$ cat config.mk
export PLATFORM = sky130hd
export DESIGN_NAME = tap_window_ctrl
export DESIGN_NICKNAME = d
export VERILOG_FILES = /design/src/rtl/tap_ctrl_pkg.sv /design/src/rtl/tap_shift_bank.sv /design/src/rtl/tap_window_ctrl.sv
export SDC_FILE = /design/constraint.sdc
export NUM_CORES = 1
export LEC_CHECK = 0
export ABC_AREA = 1
export CAP_MARGIN = 20
export CELL_PAD_IN_SITES_DETAIL_PLACEMENT = 1
export CELL_PAD_IN_SITES_GLOBAL_PLACEMENT = 1
export CORE_ASPECT_RATIO = 2
export CORE_UTILIZATION = 37
export DETAILED_ROUTE_END_ITERATION = 16
export PLACE_DENSITY_LB_ADDON = 0.12
export SYNTH_ARGS = -nofsm -noshare
export SYNTH_HDL_FRONTEND = slang
export SYNTH_SLANG_ARGS = --single-unit
$ cat constraint.sdc
create_clock -name clk -period 2 [get_ports clk]
set_clock_uncertainty 0.2 [all_clocks]
set_input_delay 0.4 -clock clk [delete_from_list [all_inputs] [get_ports clk]]
set_output_delay 0.4 -clock clk [all_outputs]
set_load 0.1 [all_outputs]
$ cat src/rtl/tap_ctrl_pkg.sv
// Shared definitions for the tap window controller.
//   DEF_DW / DEF_DEPTH / DEF_CW : default sample width, tap count, counter width
//   tap_state_e                 : 2-bit sequencer state encoding
package tap_ctrl_pkg;

  localparam int DEF_DW    = 8;
  localparam int DEF_DEPTH = 4;
  localparam int DEF_CW    = 3;

  typedef enum logic [1:0] {
    ST_IDLE   = 2'd0,
    ST_FILL   = 2'd1,
    ST_STREAM = 2'd2,
    ST_DRAIN  = 2'd3
  } tap_state_e;

endpackage

$ cat src/rtl/tap_shift_bank.sv
// Enable-gated delay line of DEPTH samples with synchronous clear.
//   clk, reset (async, active-low)
//   shift_en : move every tap one position older and load din into tap0
//   clr      : synchronous clear of all taps (wins over shift_en)
//   din      : sample entering tap0
//   taps     : tap k at [k*DW +: DW], tap0 newest
module tap_shift_bank
  import tap_ctrl_pkg::*;
#(
  parameter int DW    = DEF_DW,
  parameter int DEPTH = DEF_DEPTH
) (
  input  logic                clk,
  input  logic                reset,
  input  logic                shift_en,
  input  logic                clr,
  input  logic [DW-1:0]       din,
  output logic [DW*DEPTH-1:0] taps
);

  always_ff @(posedge clk or negedge reset) begin
    if (!reset) begin
      taps <= '0;
    end else if (clr) begin
      taps <= '0;
    end else if (shift_en) begin
      taps <= {taps[DW*(DEPTH-1)-1:0], din};
    end
  end

endmodule

$ cat src/rtl/tap_window_ctrl.sv
// Sequencer for the tap delay line: accepts a framed sample stream, shifts it
// into the tap bank on accepted samples and presents each full tap window
// downstream. After the last sample of a frame it shifts in DEPTH-1 zeros so
// that N input samples produce exactly N output windows.
//   clk, reset (async, active-low), flush (sync abort to IDLE)
//   in_valid/in_ready/in_data/in_last : upstream sample stream
//   out_valid/out_ready/out_taps/out_last : downstream window stream
//   busy      : sequencer not in IDLE
//   fsm_state : current sequencer state (debug observation)
//
// Handshake: a transfer happens on a rising edge where valid && ready are both
// 1. A producer holds valid and its payload stable until that transfer; valid
// never drops without one (flush and reset excepted).
module tap_window_ctrl
  import tap_ctrl_pkg::*;
#(
  parameter int DW    = DEF_DW,
  parameter int DEPTH = DEF_DEPTH,
  parameter int CW    = DEF_CW
) (
  input  logic                clk,
  input  logic                reset,
  input  logic                flush,
  input  logic                in_valid,
  output logic                in_ready,
  input  logic [DW-1:0]       in_data,
  input  logic                in_last,
  output logic                out_valid,
  input  logic                out_ready,
  output logic [DW*DEPTH-1:0] out_taps,
  output logic                out_last,
  output logic                busy,
  output logic [1:0]          fsm_state
);

  localparam logic [CW-1:0] CNT_FULL   = CW'(DEPTH);
  localparam logic [CW-1:0] DRAIN_INIT = CW'(DEPTH - 1);

  tap_state_e    cur_state, nxt_state;
  logic [CW-1:0] cnt, cnt_d;
  logic [CW-1:0] drain_cnt, drain_d;
  logic          out_valid_d, out_last_d;
  logic          accept, out_hs, final_hs, drain_shift, shift;
  logic          bank_clr;
  logic [CW-1:0] cnt_inc;
  logic [DW-1:0] bank_din;

  always_ff @(posedge clk or negedge reset) begin
    if (!reset) begin
      cur_state <= ST_IDLE;
      cnt       <= '0;
      drain_cnt <= '0;
      out_valid <= 1'b0;
      out_last  <= 1'b0;
    end else begin
      cur_state <= nxt_state;
      cnt       <= cnt_d;
      drain_cnt <= drain_d;
      out_valid <= out_valid_d;
      out_last  <= out_last_d;
    end
  end

  always_comb begin
    nxt_state   = cur_state;
    cnt_d       = cnt;
    drain_d     = drain_cnt;
    out_valid_d = out_valid;
    out_last_d  = out_last;
    bank_clr    = 1'b0;

    unique case (cur_state)
      ST_IDLE, ST_FILL: in_ready = 1'b1;
      ST_STREAM:        in_ready = !out_valid || out_ready;
      default:          in_ready = 1'b0;
    endcase
    if (flush) in_ready = 1'b0;

    accept      = in_valid && in_ready;
    out_hs      = out_valid && out_ready;
    final_hs    = out_hs && out_last;
    // A pad shift may only replace the window once the current one is gone.
    drain_shift = (cur_state == ST_DRAIN) && (drain_cnt != '0) &&
                  (!out_valid || out_ready) && !flush;
    shift       = accept || drain_shift;
    cnt_inc     = (cnt == CNT_FULL) ? CNT_FULL : cnt + CW'(1);
    bank_din    = (cur_state == ST_DRAIN) ? '0 : in_data;

    if (flush) begin
      nxt_state   = ST_IDLE;
      cnt_d       = '0;
      drain_d     = '0;
      out_valid_d = 1'b0;
      out_last_d  = 1'b0;
      bank_clr    = 1'b1;
    end else if (final_hs) begin
      // No shift can coincide here: in_ready is 0 in DRAIN and drain_cnt is 0.
      nxt_state   = ST_IDLE;
      cnt_d       = '0;
      drain_d     = '0;
      out_valid_d = 1'b0;
      out_last_d  = 1'b0;
      bank_clr    = 1'b1;
    end else begin
      if (out_hs) out_valid_d = 1'b0;
      if (shift) begin
        cnt_d = cnt_inc;
        // Short frames count pad shifts too, so the first window can come
        // from a pad shift.
        if (cnt_inc == CNT_FULL) out_valid_d = 1'b1;
      end
      if (drain_shift) begin
        drain_d = drain_cnt - CW'(1);
        if (drain_cnt == CW'(1)) out_last_d = 1'b1;
      end
      if (accept) begin
        if (in_last) begin
          nxt_state = ST_DRAIN;
          drain_d   = DRAIN_INIT;
        end else if (cnt_inc == CNT_FULL) begin
          nxt_state = ST_STREAM;
        end else begin
          nxt_state = ST_FILL;
        end
      end
    end
  end

  tap_shift_bank #(
    .DW    (DW),
    .DEPTH (DEPTH)
  ) u_bank (
    .clk      (clk),
    .reset    (reset),
    .shift_en (shift),
    .clr      (bank_clr),
    .din      (bank_din),
    .taps     (out_taps)
  );

  assign busy      = (cur_state != ST_IDLE);
  assign fsm_state = cur_state;

endmodule

### Word-level counts from Yosys, hierarchy flattened

Cells that the tools add are included.

* mux-type cells: 30
* equality and inequality tests: 6
* shift operators: 0
* reductions and logical operators: 20
* divide/modulo/power cells: 0
* $lt $le $gt $ge: 0
* multiply operators: 0
* bitwise logic cells: 0
* add/sub/neg operators: 2

Operators with widths (number)
* 2-to-1 mux 32 bit: 2
* 2-to-1 mux 3 bit: 9
* nonzero test 3 bit: 5
* 2-to-1 mux 1 bit: 12
* 2-to-1 mux 2 bit: 5
* 2-to-1 mux 8 bit: 1
* equality test 3 bit, second input constant: 2
* logical AND 1 bit: 6
* equality test 2 bit, second input constant: 2
* nonzero test 2 bit: 2
* adder 3 x 1 -> 3 bit, second input constant: 1
* equality test 3 x 1 -> 1 bit, second input constant: 1
* subtractor 3 x 1 -> 3 bit, second input constant: 1
* equality test 2 x 1 -> 1 bit, second input constant: 1
* logical NOT 1 bit: 2
* logical NOT 2 bit: 1
* logical OR 1 bit: 2
* case mux 1 bit (2 select lines): 1
* AND reduction 2 bit: 1
* OR reduction 2 bit: 1

* input bits: 14
* bits in registers: 42
* latch bits: 0
* bits in writable memories: 0
* memories: 0
* memory bits (read-only): 0
* logic and storage cells: 64
* output and inout port bits: 38

### Logic depth before layout (Yosys ltp)

Gate-level depths: netlist of run 1.

* depth in word-level cells: 9
* mapped depth: 9

### Modules after synthesis

From an unflattened synthesis of run 1, not the netlist that was laid out.

* cells, all modules: 248
* area total of the unflattened synthesis: 2029.4 µm²

Modules (own cells, without submodules)
* tap_shift_bank: instances 1, area an instance 1285.0 µm², cells an instance 140
* tap_window_ctrl: instances 1, area an instance 744.5 µm², cells an instance 108

### Worst setup path after synthesis of run 1

OpenSTA, ideal clock, no wires.

* path kind: reg2out
* start point: reg cur_state[1], in the netlist fsm_state[1]
* end point: out in_ready
* data arrival time: 1.937 ns
* data required time: 1.400 ns
* cell stages (with the launch flop): 3
* path slack: -0.537 ns
* buffers on the path: 0
* path through: dfrtp_1 > a21oi_1 > and2_1

* cells in the longest elaborated chain, start to end: 4
* elaborated cells between the ends (all ways): 6
* classes of those cells: eq/ne (2); mux (2); reduce/logical (2)

RTL lines
* start, declared: line tap_window_ctrl.sv:39 `tap_state_e cur_state, nxt_state;`
* start signal, assigned: line tap_window_ctrl.sv:56 `cur_state <= nxt_state;`
* equality test 2 x 1 -> 1 bit / logical NOT 2 bit (equally long branches): line tap_window_ctrl.sv:72 `unique case (cur_state)`
* OR reduction 2 bit: line tap_window_ctrl.sv:72
* case mux 1 bit (2 select lines) *: line tap_window_ctrl.sv:72
* 2-to-1 mux 1 bit *: line tap_window_ctrl.sv:77 `if (flush) in_ready = 1'b0;`
* end, declared: line tap_window_ctrl.sv:25 `output logic in_ready,`

Every way passes the cells marked *; elsewhere a longest branch is shown, timed or not.

### Worst setup path after layout of run 1

* start point: in flush
* end point: out in_ready

* cells in the longest elaborated chain, start to end: 1

RTL lines
* start, declared: line tap_window_ctrl.sv:23 `input logic flush,`
* 2-to-1 mux 1 bit: line tap_window_ctrl.sv:77

No other way between the ends.

==> impl_metrics.tcl, run 1 <==
set metrics [dict create \
    grt_max_degree 34 \
    timing_hold_violations_final 0 \
    muxShareOfSynthArea 0 \
    seq_area_frac_synth 0.484 \
    finalSetupViolCount 0 \
    worst_pin_slew_ps 476 \
    area_growth_syn_to_layout_pct 54.9 \
    design.core.area_um2 5660 \
    yosysWarnings 0 \
    synth_compound_area_frac 0.0138 \
    powerDensity_nw_per_um2 631 \
    synth_area_per_cell_um2 8.82 \
    syn_area_um2 2170 \
    avgRoutedWirePerCell_um 16.9 \
    slew_headroom 0.683 \
    ir_drop_v 0.000531 \
    crit_type "input port to primary output" \
    critPathCaptureType "primary output" \
    fp.dieW_um 56.2 \
    cts_tree "yes" \
    clk_pin_slew_ps 60 \
    synth_simple_gate_area_frac 0.374 \
    cts_root_buffer "clkbuf_16" \
    die_h_um 110 \
    drt_iter0_markers 55 \
    antenna_found_initial 0 \
    cp_max_fo 3 \
    outcome "finished, final reports clean" \
    firstDrtPassIters 4 \
    dp_hpwl_um 4570 \
    critPathArrivalTime_ps 1370 \
    rows 39 \
    syn_nets 265 \
    gp_congestion 0.806 \
    required_ps 1400 \
    grt_overflow 0 \
    nets 324 \
    track_usage 0.218 \
    clockBufferDepth 2 \
    synthAdderAreaFrac 0.0288 \
    postRouteAntennaNets 0 \
    numCtsBuffers 5 \
    yosys.area_share.xor_xnor 0.00403 \
    insertion_delay_ps 280 \
    grt_pass1_wl_um 10400 \
    diodes 0 \
    cap_violations 0 \
    clock.fmax_mhz 508 \
    cts.sink_count 42 \
    post-route-period-util 0.985 \
    rsz0062_at_grt "no" \
    grt_pass1_vias 2141 \
    holdWs_ps 289 \
    viasPerCell 5.41 \
    finalCriticalPeriod_ps 1970 \
    io_pins 52 \
    slew_viol_final 0 \
    synthCells 246 \
    total_power_w 0.00212 \
    initial_core_util 0.384 \
    hp-class "input port to register" \
    drc 0 \
    vias 1987 \
    drt-total-wl_um 6220 \
    htree_levels 2 \
    p_leak_nw 1.70 \
    synth_top_family_by_area "simple AND/OR/NAND/NOR gates" \
    ys_types 23 \
    die_area_um2 6200 \
    drive_above_1_share 0.265 \
    crit_path_start_kind "input port" \
    ys_ff_latch 42 \
    port_buffers 51 \
]
-- final cells by class --
cell class,instances,area (µm²)
well taps,61,76.3
repair buffers,71,1090
clock buffers,6,139
clock inverters,2,12.5
inverters,17,63.8
flip-flops and latches,42,1060
fillers,599,2300
multi-input cells,168,925
-- report_power, final --
| group | total [W] | internal (W) | switching (W) |
|---|---|---|---|
| combinational | 0.000405 | 0.000150 | 0.000255 |
| clock | 0.000819 | 0.000494 | 0.000325 |
| sequential | 0.000898 | 0.000869 | 0.0000289 |
-- worst paths after layout --
| kind | cells after the start | start | slack [ps] | end |
|---|---|---|---|---|
| max | 4 | flush | 30 | in_ready |
| min in group asynchronous | 2 | reset | 400 | u_bank.taps[27] |
| max in group asynchronous | 3 | reset | 630 | u_bank.taps[17] |
| min | 4 | out_ready | 290 | out_valid |
| min reg2reg | 2 | cnt[0] | 390 | cnt[0] |
| max reg2reg | 8 | drain_cnt[0] | 220 | drain_cnt[0] |
-- cell usage in the layout, fill, tap and decap left out --
master / netlist / final
nand3_4: 1 / 1
nand2_4: 2 / 2
o21ai_0: 1 / 1
or2_2: 1 / 1
buf_4: 3 / 15
dfrtp_2: 0 / 4
clkinvlp_4: 0 / 1
dfrtp_1: 42 / 38
clkbuf_16: 0 / 5
nand4_1: 39 / 39
a21oi_2: 0 / 1
nor2_8: 1 / 1
inv_1: 17 / 15
clkinv_2: 0 / 1
ha_1: 5 / 5
xor2_1: 1 / 1
nand3b_1: 9 / 9
a21oi_1: 4 / 3
inv_2: 0 / 2
nand2_1: 67 / 67
o21ai_1: 1 / 1
buf_12: 0 / 42
and2_4: 0 / 1
dlymetal6s2s_1: 0 / 1
nand3_1: 31 / 30
clkdlybuf4s50_1: 0 / 11
nand3_2: 1 / 2
buf_2: 6 / 1
nor2_1: 3 / 3
dlygate4sd3_1: 0 / 1
clkbuf_8: 0 / 1
-- cells by family after synthesis --
family          after synthesis
flops                        42
compound gates                6
xor+xnor                      1
fa+ha+maj                     5
simple gates                156
buf+inv                      36
-- registers in the layout (all words and copies together) (netlist names) --
name / count
out_last: 1
cnt: 3
u_bank.taps: 32
drain_cnt: 3
fsm_state: 2
out_valid: 1
-- synthesized netlist by cell type (all sizes together) --
| cell | n | share of area |
|---|---|---|
| nand2 | 69 | 0.13 |
| dfrtp | 42 | 0.48 |
| nand4 | 39 | 0.11 |
| nand3 | 33 | 0.084 |
| buf | 17 | 0.062 |
| inv | 17 | 0.029 |
| nand3b | 9 | 0.031 |
| ha | 5 | 0.029 |
| a21oi | 4 | 0.0092 |
| nor2 | 4 | 0.014 |
| clkbuf | 2 | 0.0035 |
| o21ai | 2 | 0.0046 |
| and2 | 1 | 0.0029 |
| or2 | 1 | 0.0029 |
| xor2 | 1 | 0.0040 |
-- worst max-delay path, cell delays in order --
cell and delay, ps:
clkdlybuf4s50_1 430, a21oi_2 180, and2_4 180, buf_12 160
-- stage by stage --
stage | util | setup slack (ps) | std cells | area, µm² | setup TNS [ps]
after floorplan | - | 105 | 246 | 2180 | 0
after detailed placement | 0.562 | -37.1 | 357 | 3180 | -83.7
final | 0.594 | 30.3 | 367 | 3360 | 0
after global routing | 0.594 | 8.78 | 367 | 3360 | 0
after CTS | 0.592 | 4.60 | 366 | 3350 | 0
after global placement | 0.562 | -16.0 | 357 | 3180 | -16.0
-- per-layer routing --
layer,share of wire,GRT usage
met5,0,0
met4,0.019,0.0767
met3,0.018,0.0257
met2,0.58,0.417
met1,0.38,0.244
-- what timing repair did --
item	4_1_cts	5_1_grt
hold buffers	1	0
buffers inserted	0	1
resized for setup	2	2
hold endpoints to repair	18	0
endpoints found under the setup margin	1	1
No activity file was read; power rests on OpenSTA's default activity.
==> run 2, diff against run 1 <==
ABC_AREA = 0   (was 1)
==> run 2 against run 1 <==
Compared with the run above: the flow now finishes with violations (setup timing); clock power is 27% lower; worst setup slack worse by 75 ps; via count is 19% lower; global-route usage is 2.1 points higher; synthesized cell count is 38% lower; sequential cell count stayed put; core utilization is 6.5 points higher; critical path depth is 1 higher; die area is 12% lower; count of clock-buffer cells in the layout stayed put; non-clock buffer count is 12 higher; critical endpoint unchanged.
==> impl_metrics.tcl, run 2 <==
set metrics [dict create \
    yosysTopAreaCell "dfrtp_1" \
    viasPerCell 5.52 \
    reg_top3 "u_bank.taps x32, cnt x3, drain_cnt x3" \
    top_register "u_bank.taps" \
    avgRoutedWirePerCell_um 22.0 \
    rows 36 \
    port_buffers 51 \
    synth.top_cell.area_share 0.555 \
    drive_above_1_share 0.426 \
    grt_overflow 0 \
    final_common_cell "buf_12" \
    crit_path_start_kind "register" \
    ys_top_cells_by_count "dfrtp_1, a22o_1, inv_1" \
    die_h_um 103 \
    tns_ps -238 \
    cap_violations 0 \
    fp.dieW_um 52.6 \
    fin_ws_ps -44.5 \
    clock.fmax_mhz 489 \
    p_comb_frac 0.327 \
    design.core.area_um2 4910 \
    ys_ff_latch 42 \
    vias 1613 \
    cp_max_fo 4 \
    hp-class "input port to asynchronous set/reset pin" \
    drc 0 \
    drt-total-wl_um 6430 \
    critPathCaptureType "primary output" \
    cts_tree "yes" \
    ys_top_cells_by_area "dfrtp_1, a22o_1, mux2i_1, ha_1, inv_1" \
    worst_pin_slew_ps 443 \
    fillCellCount 491 \
    htree_levels 2 \
    synth_area_per_cell_um2 12.4 \
    antenna_found_initial 0 \
    numCtsBuffers 5 \
    io_pins 52 \
    gp_congestion 0.810 \
    p_sw_w 0.000826 \
    clockBufferDepth 2 \
    seq_area_frac_synth 0.555 \
    yosysWarnings 0 \
    p_sw_frac 0.360 \
    power_frac_seq 0.414 \
    clk_pin_slew_ps 90 \
    p_int_w 0.00147 \
    slew_viol_final 0 \
    clockPowerShare 0.259 \
    insertion_delay_ps 310 \
    required_ps 1400 \
    track_usage 0.239 \
    synth_top_flop_cell "dfrtp_1" \
    grt_pass1_wl_um 9070 \
    diodes 0 \
    regArea_um2 1060 \
    syn_area_um2 1890 \
    ys_types 35 \
    largest_reg_flops 32 \
    async_flop_share 1.00 \
    synth_most_common_cell "dfrtp_1" \
    finalCriticalPeriod_ps 2040 \
    syn_nets 172 \
    grt_pass1_vias 1758 \
    ir_drop_v 0.000655 \
    mostFrequentLayoutCells "buf_12, dfrtp_1, a22o_1, buf_4, inv_1" \
    cts.sink_count 42 \
    synth_edf_count 0 \
    timing_hold_violations_final 0 \
    post-route-period-util 1.02 \
    outcome "finished with violations" \
    violations "setup timing" \
    area_growth_syn_to_layout_pct 70.9 \
    nets 253 \
    postRouteAntennaNets 0 \
    pre_cts_ws_ps -361 \
    synthCells 153 \
    rsz0062_at_grt "yes" \
    dp_hpwl_um 4090 \
    die_area_um2 5420 \
    drt_iter0_markers 39 \
    critPathArrivalTime_ps 1440 \
    p_leak_nw 1.52 \
    total_power_w 0.00229 \
    crit_type "register to primary output" \
    finalSetupViolCount 12 \
    initial_core_util 0.386 \
    powerDensity_nw_per_um2 708 \
    grt_max_degree 28 \
    slew_headroom 0.705 \
    cts_root_buffer "clkbuf_8" \
    firstDrtPassIters 4 \
    multi_input_area_um2 737 \
]
[run 2: cell count changes after synthesis, moves of 5 or more]
| cell | before | now |
|---|---|---|
| nand3b_1 | 9 | 0 |
| nand4_1 | 39 | 1 |
| mux2i_1 | 0 | 8 |
| nand3_1 | 31 | 3 |
| nand2_1 | 67 | 10 |
| a22o_1 | 0 | 21 |
| a22o_2 | 0 | 5 |
| buf_2 | 6 | 1 |
[run 2: kinds of logic (layout without fill, tap and decap cells)]
family | Yosys count | after routing | share of synthesized area
compound gates | 45 | 45 | 0.206
xor+xnor | 3 | 3 | 0.0139
buf+inv | 24 | 106 | 0.0760
simple gates | 25 | 25 | 0.0674
mux | 9 | 9 | 0.0482
fa+ha+maj | 5 | 5 | 0.0330
flops | 42 | 42 | 0.555
[run 2: power groups by stage]
stage | Sequential, W | Clock (W) | Combinational, W
finish | 0.000947 | 0.000594 | 0.000749
floorplan | 0.00118 | 0 | 0.000177
CTS | 0.000943 | 0.000603 | 0.000720
global route | 0.000951 | 0.000627 | 0.000778
global placement | 0.000957 | 0 | 0.000683
detailed placement | 0.000958 | 0 | 0.000701
[run 2: repair_timing]
action                                 CTS  global route
setup buffers                            4             6
hold buffers                             1             0
resized for setup                        8             2
endpoints found under the hold margin   15             0
setup endpoints to repair               23            30
gates cloned                             0             2
pin swaps                                2             3
[run 2: path summary, 6_finish.rpt]
check	from	to	slack (ps)	depth (start not counted)
min in group clk	cnt[1]	cnt[1]	370	1
max in group asynchronous	reset	u_bank.taps[2]	740	3
hold reg to reg	cnt[1]	cnt[1]	370	1
hold / removal	reset	out_valid	370	2
setup / recovery	fsm_state[0]	in_ready	-40	5
setup reg to reg	fsm_state[0]	u_bank.taps[5]	-40	8
[run 2: layer usage]
metal	global-route usage	up-vias	wire length [µm]
met5	0	-	0
met3	0.0398	18	187
met1	0.249	827	2240
met4	0.115	0	229
li1	-	707	-
met2	0.441	61	3770
[run 2: worst max-delay path, stage by stage (launching register included)]
cell,delay (ps)
dfrtp_4,490
buf_6,140
nor2_4,90
o2bb2ai_4,140
buf_12,120
buf_12,160
[run 2: through the flow]
stage / hold slack (ps) / cell area, µm² / std cells / util
detailed placement: 158 / 2990 / 271 / 0.610
floorplan: -95.6 / 1940 / 153 / -
global route: 386 / 3240 / 292 / 0.659
finish: 368 / 3240 / 292 / 0.659
CTS: 356 / 3150 / 284 / 0.641
global placement: 147 / 2990 / 271 / 0.610
[run 2: layout make-up]
type	count	area share
Clock inverter	2	0.00387
Inverter	15	0.0174
Clock buffer	6	0.0255
Timing Repair Buffer	83	0.375
Multi-Input combinational cell	87	0.228
Tap cell	57	0.0220
Sequential cell	42	0.329
